--- src/rtl/mips_alu_pkg.sv ---
// rtl/mips_alu_pkg.sv - shared ALU control codes, op encodings and sequencer states
// Purpose: constants used by the ALU sequencer and anything decoding its ops.
// Ports: none (package).
package mips_alu_pkg;

    localparam int DATA_W_FIXED = 32;

    // ALU control codes understood by the external MIPS ALU
    localparam logic [3:0] ALU_AND = 4'b0000;
    localparam logic [3:0] ALU_OR  = 4'b0001;
    localparam logic [3:0] ALU_ADD = 4'b0010;
    localparam logic [3:0] ALU_SUB = 4'b0110;
    localparam logic [3:0] ALU_SLT = 4'b0111;
    localparam logic [3:0] ALU_SLL = 4'b1000;
    localparam logic [3:0] ALU_SRL = 4'b1001;
    localparam logic [3:0] ALU_NOR = 4'b1100;
    localparam logic [3:0] ALU_F   = 4'b1111;

    // op_in encodings
    localparam logic [1:0] OP_SINGLE = 2'b00;
    localparam logic [1:0] OP_SLLV   = 2'b01;
    localparam logic [1:0] OP_SRLV   = 2'b10;
    localparam logic [1:0] OP_MUL    = 2'b11;

    typedef enum logic [2:0] {
        ST_IDLE   = 3'd0,
        ST_SINGLE = 3'd1,
        ST_SHIFT  = 3'd2,
        ST_M_ADD  = 3'd3,
        ST_M_SLL  = 3'd4,
        ST_M_SRL  = 3'd5,
        ST_DONE   = 3'd6
    } state_t;

    function automatic logic is_legal_cntrl(input logic [3:0] c);
        return (c == ALU_AND) || (c == ALU_OR)  || (c == ALU_ADD) ||
               (c == ALU_SUB) || (c == ALU_SLT) || (c == ALU_SLL) ||
               (c == ALU_SRL) || (c == ALU_NOR) || (c == ALU_F);
    endfunction

endpackage

--- src/rtl/mips_alu_sequencer.sv ---
// rtl/mips_alu_sequencer.sv - multi-cycle controller owning the single MIPS ALU port
// Purpose: passes single ALU ops through, builds SLLV/SRLV from shift-by-1 steps and
//          a 32-bit low-word multiply from add/sll/srl steps; registers every result.
// Ports:
//   clk_in, reset_n_in           clock, synchronous active-low reset
//   start_in, op_in, cntrl_in    request strobe, op select, ALU code for single ops
//   a_in, b_in, shamt_in         operands and shift amount
//   alu_cntrl_out/a_out/b_out    registered drive of the external ALU
//   alu_result_in, alu_zero_in   external ALU result and zero flag
//   busy_out, done_out           status; done_out pulses for one cycle
//   result_out, zero_out, err_out registered result, zero and error flags
module mips_alu_sequencer
    import mips_alu_pkg::*;
#(
    parameter int MUL_EN = 1,
    parameter int DATA_W = DATA_W_FIXED
) (
    input  logic              clk_in,
    input  logic              reset_n_in,
    input  logic              start_in,
    input  logic [1:0]        op_in,
    input  logic [3:0]        cntrl_in,
    input  logic [DATA_W-1:0] a_in,
    input  logic [DATA_W-1:0] b_in,
    input  logic [4:0]        shamt_in,
    output logic [3:0]        alu_cntrl_out,
    output logic [DATA_W-1:0] alu_a_out,
    output logic [DATA_W-1:0] alu_b_out,
    input  logic [DATA_W-1:0] alu_result_in,
    input  logic              alu_zero_in,
    output logic              busy_out,
    output logic              done_out,
    output logic [DATA_W-1:0] result_out,
    output logic              zero_out,
    output logic              err_out
);

    state_t            state, state_next, first_st;
    logic [4:0]        cnt;
    logic [DATA_W-1:0] acc, mc, mp;
    logic              imm_err;
    logic [DATA_W-1:0] imm_result;

    // State an accepted request enters; ST_DONE means it completes without using the ALU.
    always_comb begin
        first_st = ST_DONE;
        case (op_in)
            OP_SINGLE: first_st = is_legal_cntrl(cntrl_in) ? ST_SINGLE : ST_DONE;
            OP_SLLV,
            OP_SRLV:   first_st = (shamt_in == 5'd0) ? ST_DONE : ST_SHIFT;
            default: begin
                if (MUL_EN != 0 && b_in != '0)
                    first_st = b_in[0] ? ST_M_ADD : ST_M_SLL;
            end
        endcase
    end

    // Outcome of requests that finish immediately
    assign imm_err    = (op_in == OP_SINGLE) || (op_in == OP_MUL && MUL_EN == 0);
    assign imm_result = (op_in == OP_SLLV || op_in == OP_SRLV) ? b_in : '0;

    always_ff @(posedge clk_in) begin
        if (!reset_n_in) state <= ST_IDLE;
        else             state <= state_next;
    end

    always_comb begin
        state_next = state;
        case (state)
            ST_IDLE,
            ST_DONE:   state_next = start_in ? first_st : ST_IDLE;
            ST_SINGLE: state_next = ST_DONE;
            ST_SHIFT:  state_next = (cnt == 5'd1) ? ST_DONE : ST_SHIFT;
            ST_M_ADD:  state_next = ST_M_SLL;
            ST_M_SLL:  state_next = ST_M_SRL;
            ST_M_SRL: begin
                if (alu_zero_in)           state_next = ST_DONE;
                else if (alu_result_in[0]) state_next = ST_M_ADD;
                else                       state_next = ST_M_SLL;
            end
            default:   state_next = ST_IDLE;
        endcase
    end

    always_comb begin
        busy_out = (state != ST_IDLE) && (state != ST_DONE);
        done_out = (state == ST_DONE);
    end

    // ALU drive is registered and loaded for the state being entered, so it is stable for
    // the whole cycle and simply holds while idle. During shifts alu_b_out is the work word.
    always_ff @(posedge clk_in) begin
        if (!reset_n_in) begin
            cnt           <= '0;
            acc           <= '0;
            mc            <= '0;
            mp            <= '0;
            alu_cntrl_out <= ALU_AND;
            alu_a_out     <= '0;
            alu_b_out     <= '0;
            result_out    <= '0;
            zero_out      <= 1'b0;
            err_out       <= 1'b0;
        end else begin
            case (state)
                ST_IDLE,
                ST_DONE: begin
                    if (start_in) begin
                        cnt <= shamt_in;
                        acc <= '0;
                        mc  <= a_in;
                        mp  <= b_in;
                        case (first_st)
                            ST_SINGLE: begin
                                alu_cntrl_out <= cntrl_in;
                                alu_a_out     <= a_in;
                                alu_b_out     <= b_in;
                            end
                            ST_SHIFT: begin
                                alu_cntrl_out <= (op_in == OP_SLLV) ? ALU_SLL : ALU_SRL;
                                alu_b_out     <= b_in;
                            end
                            ST_M_ADD: begin
                                alu_cntrl_out <= ALU_ADD;
                                alu_a_out     <= '0;
                                alu_b_out     <= a_in;
                            end
                            ST_M_SLL: begin
                                alu_cntrl_out <= ALU_SLL;
                                alu_b_out     <= a_in;
                            end
                            default: begin
                                result_out <= imm_result;
                                zero_out   <= (imm_result == '0);
                                err_out    <= imm_err;
                            end
                        endcase
                    end
                end
                ST_SINGLE: begin
                    result_out <= alu_result_in;
                    zero_out   <= (alu_result_in == '0);
                    err_out    <= 1'b0;
                end
                ST_SHIFT: begin
                    alu_b_out <= alu_result_in;
                    cnt       <= cnt - 5'd1;
                    if (cnt == 5'd1) begin
                        result_out <= alu_result_in;
                        zero_out   <= (alu_result_in == '0);
                        err_out    <= 1'b0;
                    end
                end
                ST_M_ADD: begin
                    acc           <= alu_result_in;
                    alu_cntrl_out <= ALU_SLL;
                    alu_b_out     <= mc;
                end
                ST_M_SLL: begin
                    mc            <= alu_result_in;
                    alu_cntrl_out <= ALU_SRL;
                    alu_b_out     <= mp;
                end
                ST_M_SRL: begin
                    mp <= alu_result_in;
                    if (alu_zero_in) begin
                        result_out <= acc;
                        zero_out   <= (acc == '0);
                        err_out    <= 1'b0;
                    end else if (alu_result_in[0]) begin
                        alu_cntrl_out <= ALU_ADD;
                        alu_a_out     <= acc;
                        alu_b_out     <= mc;
                    end else begin
                        alu_cntrl_out <= ALU_SLL;
                        alu_b_out     <= mc;
                    end
                end
                default: ;
            endcase
        end
    end

endmodule

--- config.mk ---
export PLATFORM = sky130hd
export DESIGN_NAME = mips_alu_sequencer
export DESIGN_NICKNAME = d
export VERILOG_FILES = /design/src/rtl/mips_alu_pkg.sv /design/src/rtl/mips_alu_sequencer.sv
export SDC_FILE = /design/constraint.sdc
export NUM_CORES = 1
export LEC_CHECK = 0
export ABC_AREA = 1
export BUFFER_PORTS_ARGS = -buffer_cell sky130_fd_sc_hd__buf_2
export CAP_MARGIN = 0
export CORE_AREA = 5 5 280 173
export CTS_BUF_LIST = sky130_fd_sc_hd__clkbuf_8
export CTS_CLUSTER_SIZE = 40
export DETAILED_ROUTE_END_ITERATION = 8
export DIE_AREA = 0 0 285 178
export GPL_TIMING_DRIVEN = 1
export PLACE_DENSITY_LB_ADDON = 0.15
export SYNTH_ARGS = -nofsm -noshare
export SYNTH_HDL_FRONTEND = slang
export SYNTH_SLANG_ARGS = --single-unit
--- constraint.sdc ---
create_clock -name clk_in -period 5.31 [get_ports clk_in]
set_input_delay 0.2655 -clock clk_in [delete_from_list [all_inputs] [get_ports clk_in]]
set_output_delay 0.2655 -clock clk_in [all_outputs]
set_load 0.02 [all_outputs]
==> flow_metrics.env, run 1 <==
export IMPL_critPathMaxFanout=23
export IMPL_clk_latency_ns=0.58
export IMPL_syn_avg_cell_area_um2=6.38
export IMPL_p_int_uw=4190
export IMPL_final_cells=2606
export IMPL_drtAntennaViolNets=0
export IMPL_cts_buffers=38
export IMPL_synth_area_leaders="dfxtp_1 37%, nand2_1 15%, nor2_1 6.7%, inv_1 5.8%, a21oi_1 5.7%"
export IMPL_drt_wl_total_um=57000
export IMPL_cp_slowest_stage_delay_ns=0.82
export IMPL_pwr_share_seq_pct=29.6
export IMPL_cts_resized=0
export IMPL_synth_top_area_cell="dfxtp_1"
export IMPL_antenna_found_initial=3
export IMPL_drc=0
export IMPL_first_global_vias=12400
export IMPL_diodes=0
export IMPL_critical_path_required_ns=5.76
export IMPL_peakVddDrop_v=0.000362
export IMPL_fin_crit_ns=3.91
export IMPL_cp_common_cell="nand2_1"
export IMPL_initial_utilization_pct=24.6
export IMPL_skew_ns=0.0247
export IMPL_cap_violations=0
export IMPL_finalSetupTns_ns=0
export IMPL_place_inst=2474
export IMPL_core_um2=45600
export IMPL_syn_num_nets=1876
export IMPL_nets=2097
export IMPL_fp_dieArea_um2=50700
export IMPL_max_freq_mhz=256
export IMPL_postCtsSetupRepairBufs=0
export IMPL_max_slew_margin_pct=34.6
export IMPL_powerDensity_nw_per_um2=569
export IMPL_grt_overflow=0
export IMPL_endpoint_kind="flip-flop"
export IMPL_drtIter0Drc=1409
export IMPL_ios=215
export IMPL_clkPwrFrac_pct=21.6
export IMPL_synth_flop_cell="dfxtp_1"
export IMPL_drive_above_1_share_pct=16.7
export IMPL_grt_total_usage_pct=21.8
export IMPL_slowest_stage="nand2_1"
export IMPL_num_vias=12900
export IMPL_ys_top_cells_by_count="437 x nand2_1, 206 x dfxtp_1, 201 x nor2_1, 175 x inv_1"
export IMPL_synth_top_area_share_pct=36.7
export IMPL_power_leakage_uw=0.00661
export IMPL_post_synth_top_count_cell="nand2_1"
export IMPL_run_status="complete, no violations"
export IMPL_htreeDepth=2
export IMPL_num_rows=61
export IMPL_switching_share_pct=48.3
export IMPL_min_path_type="primary input to flip-flop"
export IMPL_final_hold_violation_count=0
export IMPL_synth_cell_type_count=38
export IMPL_async_flop_share_pct=0
export IMPL_rsz0062_at_grt="no"
export IMPL_first_pass_iters=6
export IMPL_grt_start_max_net_pins=69
export IMPL_seq_area_frac_synth_pct=36.7
export IMPL_postCtsHoldBufs=65
export IMPL_place_ws_ns=1.22
export IMPL_avgViaCountPerCell=4.96
export IMPL_cp_data_arrival_time_ns=4.35
export IMPL_globalplace_congestion=0.864
export IMPL_area_growth_pct=26.8
export IMPL_clockBufferDepth=3
export IMPL_yosys_warnings=0
export IMPL_path_class="primary input to flip-flop"
export IMPL_io_buffers=214
export IMPL_placed_area_um2=12700
export IMPL_root_buffer="clkbuf_8"
export IMPL_period_share_pct=73.5
export IMPL_synth_edff_count=0
export IMPL_hpwl_um=40100
export IMPL_synth_seq_cells=206
export IMPL_wl_per_cell_um=21.9
export IMPL_finalSetupViolations=0
export IMPL_slew_viol_final=0
export IMPL_p_comb_share_pct=48.8
export IMPL_grt_pass1_wl_um=83600
export IMPL_clkTransAtPathRegs_ns=0.07
export IMPL_cts_tree="yes"
export IMPL_crit_path_start_kind="primary input"
export IMPL_crit_chain="dlygate4sd3_1, buf_2, nor2_1, nand2_1, nor2_1, nand2_1, o21ai_4, nand2_2, nor2_4, inv_2, nand2_1, buf_4, nand2_1, nand3_1, nand2_1, nor2_1, nor2_1"
export IMPL_die_x_um=285
export IMPL_switchingPower_uw=3910
export IMPL_fin_area_um2=14200
export IMPL_clock_sinks=206
export IMPL_tightest_slew_ns=0.980
export IMPL_netlist_area_um2=11200
export IMPL_synth_cells=1760
export IMPL_fin_ws_ns=1.40
export IMPL_fp_dieH_um=178
-- cells in the final DEF (no fill, tap or decap), drive strengths merged --
cell type | Yosys | routed
nand2 | 440 | 440
buf | 34 | 240
dfxtp | 206 | 206
nor2 | 206 | 206
inv | 189 | 195
o21ai | 132 | 132
nand3 | 130 | 130
a21oi | 129 | 129
a31oi | 85 | 85
dlygate4sd3 | 0 | 65
clkbuf | 90 | 49
a221oi | 30 | 30
nor3 | 29 | 29
nand4 | 12 | 12
nor4 | 12 | 12
o22ai | 10 | 10
clkinv | 0 | 6
ha | 5 | 5
a211oi | 4 | 4
o41ai | 3 | 3
o211ai | 3 | 3
a22o | 3 | 3
clkinvlp | 0 | 3
bufinv | 0 | 3
a41oi | 2 | 2
a311oi | 2 | 2
nand3b | 1 | 1
o2111ai | 1 | 1
xnor2 | 1 | 1
xor2 | 1 | 1
-- power groups by stage --
| stage | Combinational (uW) | Sequential [uW] | Clock [uW] |
|---|---|---|---|
| after floorplan | 2210 | 2680 | 0 |
| after global placement | 3890 | 2430 | 0 |
| after detailed placement | 3900 | 2430 | 0 |
| after CTS | 3950 | 2400 | 1790 |
| after global routing | 4370 | 2450 | 1860 |
| final | 3960 | 2400 | 1750 |
-- kinds of logic after synthesis --
family / Yosys count / synth area share [%]
AOI/OAI and AO/OA: 404 / 20.7
buffers and inverters: 313 / 11.0
and+or+nand+nor: 830 / 30.9
xor gates and xnor gates: 2 / 0.156
DFF: 206 / 36.7
adders and majority gates: 5 / 0.557
-- final timing paths --
| kind | from | end | slack, ns | cells after the start |
|---|---|---|---|---|
| setup / recovery | b_in[25] | alu_b_out[9]$_SDFFE_PN0P_ | 1.40 | 17 |
| hold / removal | b_in[23] | mp[23]$_SDFFE_PN0P_ | 0.04 | 3 |
| setup reg to reg | state[2]$_SDFF_PN0_ | alu_b_out[15]$_SDFFE_PN0P_ | 1.85 | 11 |
| hold reg to reg | mp[4]$_SDFFE_PN0P_ | mp[4]$_SDFFE_PN0P_ | 0.45 | 2 |
-- sequential cells by signal, indices dropped and copies added, names as in the netlist --
register	flops
acc	32
alu_a_out	32
alu_b_out	32
mc	32
mp	32
result_out	32
cnt	5
alu_cntrl_out	4
state	3
err_out	1
zero_out	1
-- layout make-up --
type                       instances  area (um^2)
fill                            5056        31300
clock inverter                    18          165
tap                              598          748
inverter                         189          709
multi-input combinational       1241         5900
sequential                       206         4120
clock buffer                      49          674
timing repair buffer             305         1920
-- metrics by stage --
stage	utilization [%]	total power [uW]	hold WS [ns]
after floorplan	-	4890	0.413
after global placement	28.0	6320	0.444
after detailed placement	28.0	6320	0.445
after CTS	31.2	8140	0.000127
after global routing	31.2	8680	0.0180
final	31.2	8100	0.0370
-- routing by layer --
metal  vias up  global-route usage, %  part of all wire [%]
met5         -                      0                 0.012
met4         2                   5.41                   2.3
met3        83                   5.35                   8.7
met2       558                   30.6                    40
met1      6003                   33.2                    49
li1       6276                      -                     -
-- critical path: cells and delay by family --
family,cells,cell delay [ns]
AOI/OAI and AO/OA,1,0.29
buffers and inverters,4,1.41
and+or+nand+nor,12,2.36
Note: power is estimated with default switching activity, not from simulation.
==> run 2, diff against run 1 <==
==> constraint.sdc (replaced) <==
create_clock -name clk_in -period 3.64 [get_ports clk_in]
set_input_delay 0.182 -clock clk_in [delete_from_list [all_inputs] [get_ports clk_in]]
set_output_delay 0.182 -clock clk_in [all_outputs]
set_load 0.02 [all_outputs]
==> flow_metrics.env, run 2 (synthesis gave the netlist of run 1 again) <==
export IMPL_cp_top_family="buffers and inverters"
export IMPL_powerDensity_nw_per_um2=796
export IMPL_slew_viol_final=0
export IMPL_final_cell_mix="437 x nand2_1, 213 x buf_2, 206 x dfxtp_1"
export IMPL_n_fill_cell=5075
export IMPL_grt_start_max_net_pins=100
export IMPL_slowest_stage="dlygate4sd3_1"
export IMPL_final_hold_violation_count=0
export IMPL_antenna_found_initial=1
export IMPL_holdWs_ns=0.0602
export IMPL_avgViaCountPerCell=5.05
export IMPL_p_int_uw=6060
export IMPL_core_um2=45600
export IMPL_first_global_vias=12500
export IMPL_final_common_cell="nand2_1"
export IMPL_finalSetupTns_ns=0
export IMPL_wl_per_cell_um=21.7
export IMPL_min_path_type="primary input to flip-flop"
export IMPL_regArea_um2=4120
export IMPL_critPathMaxFanout=42
export IMPL_clockBufferDepth=3
export IMPL_crit_chain="inv_2, nor3_2, inv_1, nand2_1, inv_2, nor2_4, nor2_1, inv_2, buf_12, o21ai_0, a31oi_1, dlygate4sd3_1"
export IMPL_path_class="flip-flop to flip-flop"
export IMPL_clkTransAtPathRegs_ns=0.06
export IMPL_root_buffer="clkbuf_8"
export IMPL_grt_overflow=0
export IMPL_clk_latency_ns=0.57
export IMPL_switchingPower_uw=5640
export IMPL_cts_buffers=39
export IMPL_htreeDepth=2
export IMPL_drtIter0Drc=1421
export IMPL_cp_data_arrival_time_ns=3.67
export IMPL_crit_path_start_kind="flip-flop"
export IMPL_peakVddDrop_v=0.000463
export IMPL_drtAntennaViolNets=0
export IMPL_cp_slowest_stage_delay_ns=0.57
export IMPL_postCtsSetupRepairBufs=0
export IMPL_first_pass_iters=6
export IMPL_utilization_pct=32.3
export IMPL_drc=0
export IMPL_skew_ns=0.0192
export IMPL_switching_share_pct=48.2
export IMPL_max_freq_mhz=316
export IMPL_io_buffers=214
export IMPL_drt_wl_total_um=57700
export IMPL_clock_sinks=206
export IMPL_rsz0062_at_grt="no"
export IMPL_hpwl_um=40800
export IMPL_grt_total_usage_pct=21.9
export IMPL_max_slew_margin_pct=38.2
export IMPL_timing_critical_path_buf_inv=6
export IMPL_ios=215
export IMPL_tightest_slew_ns=0.928
export IMPL_globalplace_congestion=0.892
export IMPL_num_rows=61
export IMPL_critical_path_required_ns=4.14
export IMPL_power_leakage_uw=0.00687
export IMPL_run_status="complete, no violations"
export IMPL_fp_dieArea_um2=50700
export IMPL_grt_pass1_wl_um=84000
export IMPL_area_growth_pct=30.9
export IMPL_num_vias=13400
export IMPL_cp_common_cell="inv_2"
export IMPL_fp_dieH_um=178
export IMPL_drive_above_1_share_pct=15.9
export IMPL_p_comb_share_pct=51.0
export IMPL_multi_input_area_um2=5890
export IMPL_fin_crit_ns=3.17
export IMPL_period_share_pct=87.0
export IMPL_cts_resized=0
export IMPL_clkPwrFrac_pct=19.5
export IMPL_cts_tree="yes"
export IMPL_diodes=0
export IMPL_endpoint_kind="flip-flop"
export IMPL_cap_violations=0
export IMPL_pwr_share_seq_pct=29.5
export IMPL_die_x_um=285
export IMPL_initial_utilization_pct=24.6
export IMPL_nets=2153
export IMPL_finalSetupViolations=0
==> run 2: changes by cell type in the layout (fill, tap and decap cells not counted), moves of 3 or more <==
cell / delta
clkinvlp_4: -3
inv_1: +8
bufinv_16: -3
clkinv_2: -5
buf_12: +3
dlygate4sd3_1: +51
==> run 2: cell type report <==
cell class / instances / area share, %
Tap cell: 598 / 5.09
Multi-Input combinational cell: 1241 / 40.1
Clock inverter: 14 / 0.366
Timing Repair Buffer: 360 / 17.0
Sequential cell: 206 / 28.1
Clock buffer: 49 / 4.59
Inverter: 189 / 4.83
==> run 2: tightest hold or removal path: stages <==
cell and delay, ns:
buf_2 0.12, nand3_1 0.08, a21oi_1 0.06, nor2_1 0.09, nor2_1 0.04
==> run 2: path summary, 6_finish.rpt <==
check | from | endpoint | slack (ns) | cells past startpoint
worst max-delay path | state[2]$_SDFF_PN0_ | mc[19]$_SDFFE_PN0P_ | 0.47 | 12
worst min-delay path | cntrl_in[0] | alu_cntrl_out[0]$_SDFFE_PN0P_ | 0.06 | 5
worst max register to register | state[2]$_SDFF_PN0_ | mc[19]$_SDFFE_PN0P_ | 0.47 | 12
worst min register to register | mp[1]$_SDFFE_PN0P_ | mp[1]$_SDFFE_PN0P_ | 0.45 | 2
==> run 2: routing by layer <==
layer / global-route usage, % / up-vias / share of wire [%]
met4: 4.91 / 2 / 2.2
li1: - / 6378 / -
met2: 30.0 / 686 / 39
met1: 33.3 / 6267 / 48
met5: 0 / - / 0.014
met3: 6.62 / 90 / 11
==> run 2: repair_timing <==
| item | in CTS | in global routing |
|---|---|---|
| setup endpoints to repair | 0 | 0 |
| hold buffers | 116 | 0 |
| hold endpoints to repair | 92 | 0 |
==> run 2: per-stage QoR <==
step | setup WS [ns] | instance area [um^2] | instances | power (uW)
3_5_place_dp | 0.738 | 12800 | 2478 | 9190
4_1_cts | 0.541 | 14700 | 2657 | 11700
2_1_floorplan | 1.58 | 11200 | 1760 | 7130
5_1_grt | 0.309 | 14700 | 2657 | 12500
6_report | 0.473 | 14700 | 2657 | 11700
3_3_place_gp | 0.769 | 12800 | 2478 | 9170
==> run 2: power by group through the flow <==
| stage | Sequential [uW] | Clock [uW] | Combinational (uW) |
|---|---|---|---|
| 2_1_floorplan | 3910 | 0 | 3230 |
| 3_3_place_gp | 3490 | 0 | 5680 |
| 3_5_place_dp | 3490 | 0 | 5700 |
| 4_1_cts | 3450 | 2350 | 5940 |
| 5_1_grt | 3540 | 2450 | 6530 |
| 6_report | 3450 | 2280 | 5970 |
